--- src/rtl/seg_scan_pkg.sv ---
// seg_scan_pkg: shared types, limits and helpers for the 7-segment scan controller.
package seg_scan_pkg;

    typedef enum logic [1:0] {
        IDLE  = 2'd0,
        BLANK = 2'd1,
        SHOW  = 2'd2
    } state_e;

    localparam int MAX_DIGITS = 8;

    // Digit enable pattern for one digit; active_low inverts it for common-anode drivers.
    function automatic logic [MAX_DIGITS-1:0] idx_to_onehot(input logic [2:0] idx,
                                                            input logic       active_low);
        logic [MAX_DIGITS-1:0] oh;
        oh      = '0;
        oh[idx] = 1'b1;
        return active_low ? ~oh : oh;
    endfunction

endpackage

--- src/rtl/seg_scan_timer.sv ---
// seg_scan_timer: loadable down-counter that parks at zero and flags terminal count.
module seg_scan_timer #(
    parameter int WIDTH = 8
) (
    input  logic             clk_i,
    input  logic             rst_ni,
    input  logic             load_i,
    input  logic [WIDTH-1:0] load_val_i,
    output logic [WIDTH-1:0] count_o,
    output logic             tc_o
);

    logic [WIDTH-1:0] count_q;

    // Reload has priority; otherwise count down and hold at zero.
    always_ff @(posedge clk_i) begin
        if (!rst_ni) begin
            count_q <= '0;
        end else if (load_i) begin
            count_q <= load_val_i;
        end else if (count_q != '0) begin
            count_q <= count_q - WIDTH'(1);
        end
    end

    assign count_o = count_q;
    assign tc_o    = (count_q == '0);

endmodule

--- src/rtl/seg_scan_ctrl.sv ---
// seg_scan_ctrl: time-multiplexed N-digit 7-segment scan controller driving one shared decoder.
// Optional leading-zero blanking is built when SEG_SCAN_LZ_BLANK_EN is defined.
import seg_scan_pkg::*;

module seg_scan_ctrl #(
    parameter int NUM_DIGITS       = 4,
    parameter int REFRESH_DIV      = 50000,
    parameter int BLANK_CYCLES     = 16,
    parameter int DIGIT_ACTIVE_LOW = 0
) (
    input  logic                    clk,
    input  logic                    rst_n,
    input  logic                    en,
    input  logic                    load,
    input  logic [4*NUM_DIGITS-1:0] digits_in,
    input  logic [NUM_DIGITS-1:0]   dp_in,
    output logic [3:0]              bcd_out,
    output logic                    dp_out,
    output logic [NUM_DIGITS-1:0]   digit_sel,
    output logic                    frame_done
);

    localparam int IW      = (NUM_DIGITS > 1) ? $clog2(NUM_DIGITS) : 1;
    localparam int MAX_CNT = (REFRESH_DIV > BLANK_CYCLES) ? REFRESH_DIV : BLANK_CYCLES;
    localparam int TW      = (MAX_CNT > 1) ? $clog2(MAX_CNT) : 1;

    localparam logic [TW-1:0] SHOW_LOAD   = TW'(REFRESH_DIV - 1);
    localparam logic [TW-1:0] BLANK_LOAD  = TW'((BLANK_CYCLES > 0) ? BLANK_CYCLES - 1 : 0);
    localparam state_e        ENTRY_STATE = (BLANK_CYCLES > 0) ? BLANK : SHOW;
    localparam logic [TW-1:0] ENTRY_LOAD  = (BLANK_CYCLES > 0) ? BLANK_LOAD : SHOW_LOAD;
    localparam logic [IW-1:0] LAST_IDX    = IW'(NUM_DIGITS - 1);
    localparam logic          ACT_LOW     = (DIGIT_ACTIVE_LOW != 0);

    state_e                  state_q, state_d;
    logic [IW-1:0]           idx_q, idx_d;
    logic [4*NUM_DIGITS-1:0] shadow_q, shadow_d;
    logic [NUM_DIGITS-1:0]   shadow_dp_q, shadow_dp_d;
    logic [4*NUM_DIGITS-1:0] pend_q, pend_d;
    logic [NUM_DIGITS-1:0]   pend_dp_q, pend_dp_d;
    logic                    pend_valid_q, pend_valid_d;
    logic [3:0]              bcd_q, bcd_d;
    logic                    dp_q, dp_d;
    logic [NUM_DIGITS-1:0]   sel_q, sel_d;
    logic                    fdone_q, fdone_d;

    logic                    tmr_load;
    logic [TW-1:0]           tmr_val;
    logic [TW-1:0]           tmr_cnt;
    logic                    tmr_tc;
    logic                    boundary;
    logic [NUM_DIGITS-1:0]   suppress;

    seg_scan_timer #(
        .WIDTH (TW)
    ) u_timer (
        .clk_i      (clk),
        .rst_ni     (rst_n),
        .load_i     (tmr_load),
        .load_val_i (tmr_val),
        .count_o    (tmr_cnt),
        .tc_o       (tmr_tc)
    );

    // Scan sequencing: pick the next state/digit and reload the timer on every state entry.
    always_comb begin
        state_d  = state_q;
        idx_d    = idx_q;
        tmr_load = 1'b0;
        tmr_val  = SHOW_LOAD;
        boundary = 1'b0;
        if (!en) begin
            state_d = IDLE;
            idx_d   = '0;
        end else begin
            case (state_q)
                IDLE: begin
                    state_d  = ENTRY_STATE;
                    idx_d    = '0;
                    tmr_load = 1'b1;
                    tmr_val  = ENTRY_LOAD;
                end
                BLANK: begin
                    if (tmr_tc) begin
                        state_d  = SHOW;
                        tmr_load = 1'b1;
                        tmr_val  = SHOW_LOAD;
                    end
                end
                SHOW: begin
                    if (tmr_tc) begin
                        state_d  = ENTRY_STATE;
                        tmr_load = 1'b1;
                        tmr_val  = ENTRY_LOAD;
                        if (idx_q == LAST_IDX) begin
                            idx_d    = '0;
                            boundary = 1'b1;
                        end else begin
                            idx_d = idx_q + IW'(1);
                        end
                    end
                end
                default: begin
                    state_d = IDLE;
                    idx_d   = '0;
                end
            endcase
        end
    end

    // Shadow only changes while idle or at a frame boundary so a frame never mixes old and new data.
    always_comb begin
        shadow_d     = shadow_q;
        shadow_dp_d  = shadow_dp_q;
        pend_d       = pend_q;
        pend_dp_d    = pend_dp_q;
        pend_valid_d = pend_valid_q;
        if ((state_q == IDLE) || boundary) begin
            if (load) begin
                shadow_d     = digits_in;
                shadow_dp_d  = dp_in;
                pend_valid_d = 1'b0;
            end else if (pend_valid_q) begin
                shadow_d     = pend_q;
                shadow_dp_d  = pend_dp_q;
                pend_valid_d = 1'b0;
            end
        end else if (load) begin
            pend_d       = digits_in;
            pend_dp_d    = dp_in;
            pend_valid_d = 1'b1;
        end
    end

`ifdef SEG_SCAN_LZ_BLANK_EN
    // A zero digit with only zeros above it stays dark unless its decimal point is set; digit 0 always lights.
    always_comb begin
        logic zero_run;
        suppress = '0;
        zero_run = 1'b1;
        for (int k = NUM_DIGITS - 1; k >= 1; k--) begin
            zero_run    = zero_run && (shadow_d[4*k +: 4] == 4'd0);
            suppress[k] = zero_run && !shadow_dp_d[k];
        end
    end
`else
    assign suppress = '0;
`endif

    // Output values for the coming cycle, so every output lines up with the registered state.
    always_comb begin
        int  sel_idx;
        logic next_tc;
        sel_idx = int'(idx_d);
        bcd_d   = 4'd0;
        dp_d    = 1'b0;
        sel_d   = {NUM_DIGITS{ACT_LOW}};
        if (state_d != IDLE) begin
            bcd_d = shadow_d[4*sel_idx +: 4];
            dp_d  = shadow_dp_d[idx_d] && !suppress[idx_d];
        end
        if ((state_d == SHOW) && !suppress[idx_d]) begin
            sel_d = NUM_DIGITS'(idx_to_onehot(3'(idx_d), ACT_LOW));
        end
        next_tc = tmr_load ? (tmr_val == '0) : (tmr_cnt <= TW'(1));
        fdone_d = (state_d == SHOW) && (idx_d == LAST_IDX) && next_tc;
    end

    // State, data and output registers with synchronous reset that aborts any scan in progress.
    always_ff @(posedge clk) begin
        if (!rst_n) begin
            state_q      <= IDLE;
            idx_q        <= '0;
            shadow_q     <= '0;
            shadow_dp_q  <= '0;
            pend_q       <= '0;
            pend_dp_q    <= '0;
            pend_valid_q <= 1'b0;
            bcd_q        <= 4'd0;
            dp_q         <= 1'b0;
            sel_q        <= {NUM_DIGITS{ACT_LOW}};
            fdone_q      <= 1'b0;
        end else begin
            state_q      <= state_d;
            idx_q        <= idx_d;
            shadow_q     <= shadow_d;
            shadow_dp_q  <= shadow_dp_d;
            pend_q       <= pend_d;
            pend_dp_q    <= pend_dp_d;
            pend_valid_q <= pend_valid_d;
            bcd_q        <= bcd_d;
            dp_q         <= dp_d;
            sel_q        <= sel_d;
            fdone_q      <= fdone_d;
        end
    end

    assign bcd_out    = bcd_q;
    assign dp_out     = dp_q;
    assign digit_sel  = sel_q;
    assign frame_done = fdone_q;

endmodule

--- config.mk ---
export PLATFORM = sky130hd
export DESIGN_NAME = seg_scan_ctrl
export DESIGN_NICKNAME = d
export VERILOG_FILES = /design/src/rtl/seg_scan_pkg.sv /design/src/rtl/seg_scan_timer.sv /design/src/rtl/seg_scan_ctrl.sv
export SDC_FILE = /design/constraint.sdc
export NUM_CORES = 1
export LEC_CHECK = 0
export CAP_MARGIN = 20
export CORE_ASPECT_RATIO = 2
export CORE_MARGIN = 2
export CORE_UTILIZATION = 57
export DETAILED_ROUTE_END_ITERATION = 8
export GPL_ROUTABILITY_DRIVEN = 0
export PLACE_DENSITY = 0.8
export SLEW_MARGIN = 20
export SYNTH_ARGS = -nofsm -noshare
export SYNTH_HDL_FRONTEND = slang
export SYNTH_SLANG_ARGS = --single-unit
--- constraint.sdc ---
create_clock -name clk -period 3 [get_ports clk]
set_clock_uncertainty 0.05 [all_clocks]
set_input_delay 0.6 -clock clk [delete_from_list [all_inputs] [get_ports clk]]
set_output_delay 0.6 -clock clk [all_outputs]
set_load 0.03 [all_outputs]
==> flow_metrics.py <==
metrics = {
    "min_path": {
        "holdPathEnd": "pend_q[11]$_SDFFE_PN0P_",
        "holdPathStages": 2,
        "timing.hold.worst.class": "flip-flop to flip-flop",
        "worstHoldStart": "pend_q[11]$_SDFFE_PN0P_",
    },
    "synth": {
        "async_s_r_ff_share_synth_pct": 0,
        "ys_types": 53,
        "yosysSeqAreaShare_pct": 41.7,
        "cells_taking_the_most_area_after_synthesis": "dfxtp_1 (42%), nand2_1 (8.3%), a21oi_1 (8.2%)",
        "synth_top_area_share_pct": 41.7,
        "number_of_enable_flip_flop_cells_after_synthesis": 0,
        "synth.largest_area_cell": "dfxtp_1",
        "yosys_warnings": 0,
        "post_synth_inst_count": 412,
        "netlist_area_before_placement_um2": 3410,
        "synth_nets": 443,
        "synth-main-ff-cell": "dfxtp_1",
        "post_synthesis_area_per_instance_um2": 8.27,
        "yosys_register_bits": 71,
    },
    "final_layout": {
        "final_core_util_pct": 72.1,
        "share_of_layout_cells_above_drive_strength_1_pct": 10.5,
        "final_nets": 484,
        "final_cell_count_no_fill": 517,
        "diodes_inserted": 0,
        "area_growth_pct": 21.9,
        "final_area_um2": 4150,
    },
    "floorplan": {
        "floorplan.initialDensity_pct": 59.1,
        "dieArea_um2": 6650,
        "std_cell_rows": 39,
        "io_pins": 34,
        "die_width_um": 58.7,
        "coreArea_um2": 5760,
        "die_y_extent_um": 113,
    },
    "sta": {
        "max_freq_mhz": 350,
        "finalCriticalPeriod_ps": 2860,
        "finalSetupTns_ps": 0,
        "worst-slew-pin-transition_ps": 624,
        "portion_of_the_clock_cycle_consumed_by_the_worst_path_in_the_final_layout_pct": 95.2,
        "timing_max_transition_violations_final": 0,
        "rsz0062_at_grt": "false",
        "max-slew-margin-rel_pct": 57.9,
        "finalSetupViolCount": 0,
        "timing.final.hold_violations": 0,
    },
    "global_route": {
        "grt.overflow.total": 0,
        "first_global_vias": 3102,
        "grt_start_max_net_pins": 48,
        "grt.total_usage_pct": 28.7,
        "grt_antenna_before_repair": 0,
        "wire_length_of_the_first_global_routing_pass_um": 14400,
    },
    "clock_tree": {
        "clock_sinks": 71,
        "post-cts-setup-buffers": 0,
        "clock_latency_reported_for_the_late_side_of_the_worst_skew_pair_ps": 340,
        "clock_path_buffers": 2,
        "cts-htree-levels": 3,
        "cts.hold.buffers_added": 0,
        "cts_root_buf": "clkbuf_16",
        "tritoncts_buffer_count": 9,
        "cts_tree": "done",
        "clk_pin_slew_ps": 60,
    },
    "critical_path": {
        "reg2regPathDepth": 10,
        "crit-reg2reg-launch": "u_timer.count_o[0]$_SDFFE_PN0P_",
        "worst_r2r_endpoint": "bcd_out[2]$_SDFF_PN0_",
        "worstSetupEndpointType": "flip-flop",
        "worstSetupStartpointType": "flip-flop",
        "critPathKind": "flip-flop to flip-flop",
        "crit_path_cell_trace": "inv_1 > ha_1 > nor3b_4 > and4_1 > nor3_1 > or3_1 > buf_12 > mux2_4 > a221oi_2 > o22ai_1",
        "cp_data_arrival_time_ps": 3020,
        "timing.critical_path.fanout_max": 20,
        "timing.critical_path.slowest_cell_delay_ps": 420,
        "critical_path_buf_inv_count": 2,
        "crit_slowest_cell": "or3_1",
        "rrSetupSlack_ps": 140,
        "required_time_of_the_critical_path_ps": 3160,
        "timing.critical_path.max_delay_family": "simple AND/OR/NAND/NOR gates",
    },
    "pwr": {
        "clock_power_share_pct": 35.2,
        "p_total_w": 0.00274,
        "power_density_nw_per_um2": 661,
        "power.share.combinational_pct": 24.2,
        "power_switching_w": 0.000830,
        "swShare_pct": 30.3,
        "p_leak_nw": 1.58,
        "irDropWorstVdd_mv": 0.456,
        "pwr-share-seq_pct": 40.6,
        "int_pwr_w": 0.00191,
    },
    "drt": {
        "drcViolationCount": 1,
        "via_count": 3162,
        "postRouteWirelength_um": 9040,
        "detail-route-antenna-nets": 0,
        "routed_wire_length_per_instance_um": 17.5,
        "pre_repair_dr_iteration_count": 8,
        "iter_0_drt_violations": 170,
        "avgViaCountPerCell": 6.12,
    },
    "run": {
        "max_cap_violations": 0,
    },
    "outcome": {
        "failing_checks": "design-rule violations",
        "outcome": "finished with violations",
    },
    "placed_design": {
        "dpl.hpwl_um": 6510,
        "dp_cells": 503,
        "placed_cell_area_um2": 3860,
        "total_of_buffers_placed_on_input_and_output_ports": 33,
    },
}
## worst max-delay path by stage
stage                               startpoint                    end  slack, ps  depth (start not counted)
2_1_floorplan  u_timer.count_o[0]$_SDFFE_PN0P_  bcd_out[3]$_SDFF_PN0_        460                          9
3_3_place_gp                                en  bcd_out[1]$_SDFF_PN0_        120                          8
3_5_place_dp                                en  bcd_out[1]$_SDFF_PN0_         90                          8
4_1_cts        u_timer.count_o[0]$_SDFFE_PN0P_  bcd_out[2]$_SDFF_PN0_         80                          9
5_1_grt        u_timer.count_o[1]$_SDFFE_PN0P_  bcd_out[2]$_SDFF_PN0_         30                         10
6_report       u_timer.count_o[0]$_SDFFE_PN0P_  bcd_out[2]$_SDFF_PN0_        140                         10
## metrics by stage
stage / setup slack, ps / hold slack (ps)
after floorplan: 459 / 386
after global placement: 116 / 393
after detailed placement: 85.5 / 400
after CTS: 80.4 / 407
after global routing: 32.2 / 426
final: 143 / 406
## cells by family (layout without fill, tap and decap cells)
| family | after synthesis | in the layout | synth area share [%] |
|---|---|---|---|
| multiplexers | 10 | 10 | 3.75 |
| adder cells (fa/ha/maj) | 7 | 7 | 2.57 |
| AND/OR/NAND/NOR | 175 | 175 | 24.3 |
| flip-flops | 71 | 71 | 41.7 |
| buffers and inverters | 29 | 73 | 3.60 |
| XOR/XNOR | 10 | 10 | 2.57 |
| AO/OA/AOI/OAI | 110 | 110 | 21.5 |
## per-layer routing
metal	GRT usage [%]	routed length, µm	up-vias
met3	6.51	330	31
met2	51.2	5050	84
met5	0	0	-
li1	-	-	1547
met4	18.8	459	0
met1	28.1	3200	1500
## cell usage after synthesis (6+ instances only)
master	n
nor2_1	44
a22o_1	8
nand2b_1	10
inv_1	9
o21ai_0	6
clkbuf_1	14
nor3_1	11
a21oi_1	56
ha_1	7
nand2_1	75
and2_1	8
dfxtp_1	71
## power groups by stage
stage               combinational (W)  clock (W)  sequential (W)
floorplan                    0.000450          0         0.00112
global placement             0.000630          0         0.00113
detailed placement           0.000646          0         0.00113
CTS                          0.000653   0.000973         0.00111
global route                 0.000725    0.00101         0.00112
finish                       0.000665   0.000965         0.00111
## timing repair
action	in CTS	in global routing
resized for setup	0	5
endpoints found under the setup margin	0	5
endpoints found under the hold margin	0	0
## layout make-up
class	count	area (µm²)
repair buffers	50	470
clock inverters	1	5.00
well taps	61	76.3
flip-flops and latches	71	1420
clock buffers	13	260
fillers	479	1610
multi-input cells	312	1880
inverters	9	33.8
## layout by cell type (no fill, tap or decap), types with 4 or more instances in the layout
master,instances
xnor2_1,5
inv_1,9
a221oi_2,4
nor2_1,44
a21oi_1,56
nand2_1,75
clkbuf_16,9
xor2_1,5
dfxtp_1,71
nand2b_1,10
a221oi_1,5
a22oi_1,4
a311oi_1,4
nor3_1,11
buf_4,16
o21ai_0,5
nor2b_1,5
mux2_4,5
a22o_1,8
o22ai_1,4
ha_1,7
and2_1,8
nor4_1,4
clkdlybuf4s50_1,33
## state kept, by name, indices dropped and copies added (netlist names)
name and count:
pend_q 16, shadow_dp_q 4, digit_sel 4, state_q 2, idx_q 2, u_timer.count_o 16
pend_valid_q 1, shadow_q 16, bcd_out 4, dp_out 1, pend_dp_q 4, frame_done 1
## worst register-to-register path: stages (launching register included)
cell and delay, ps:
dfxtp_1 320, inv_1 90, ha_1 230, nor3b_4 310, and4_1 270, nor3_1 70, or3_1 420, buf_12 180
mux2_4 310, a221oi_2 340, o22ai_1 130
Note: power is estimated with default switching activity, not from simulation.
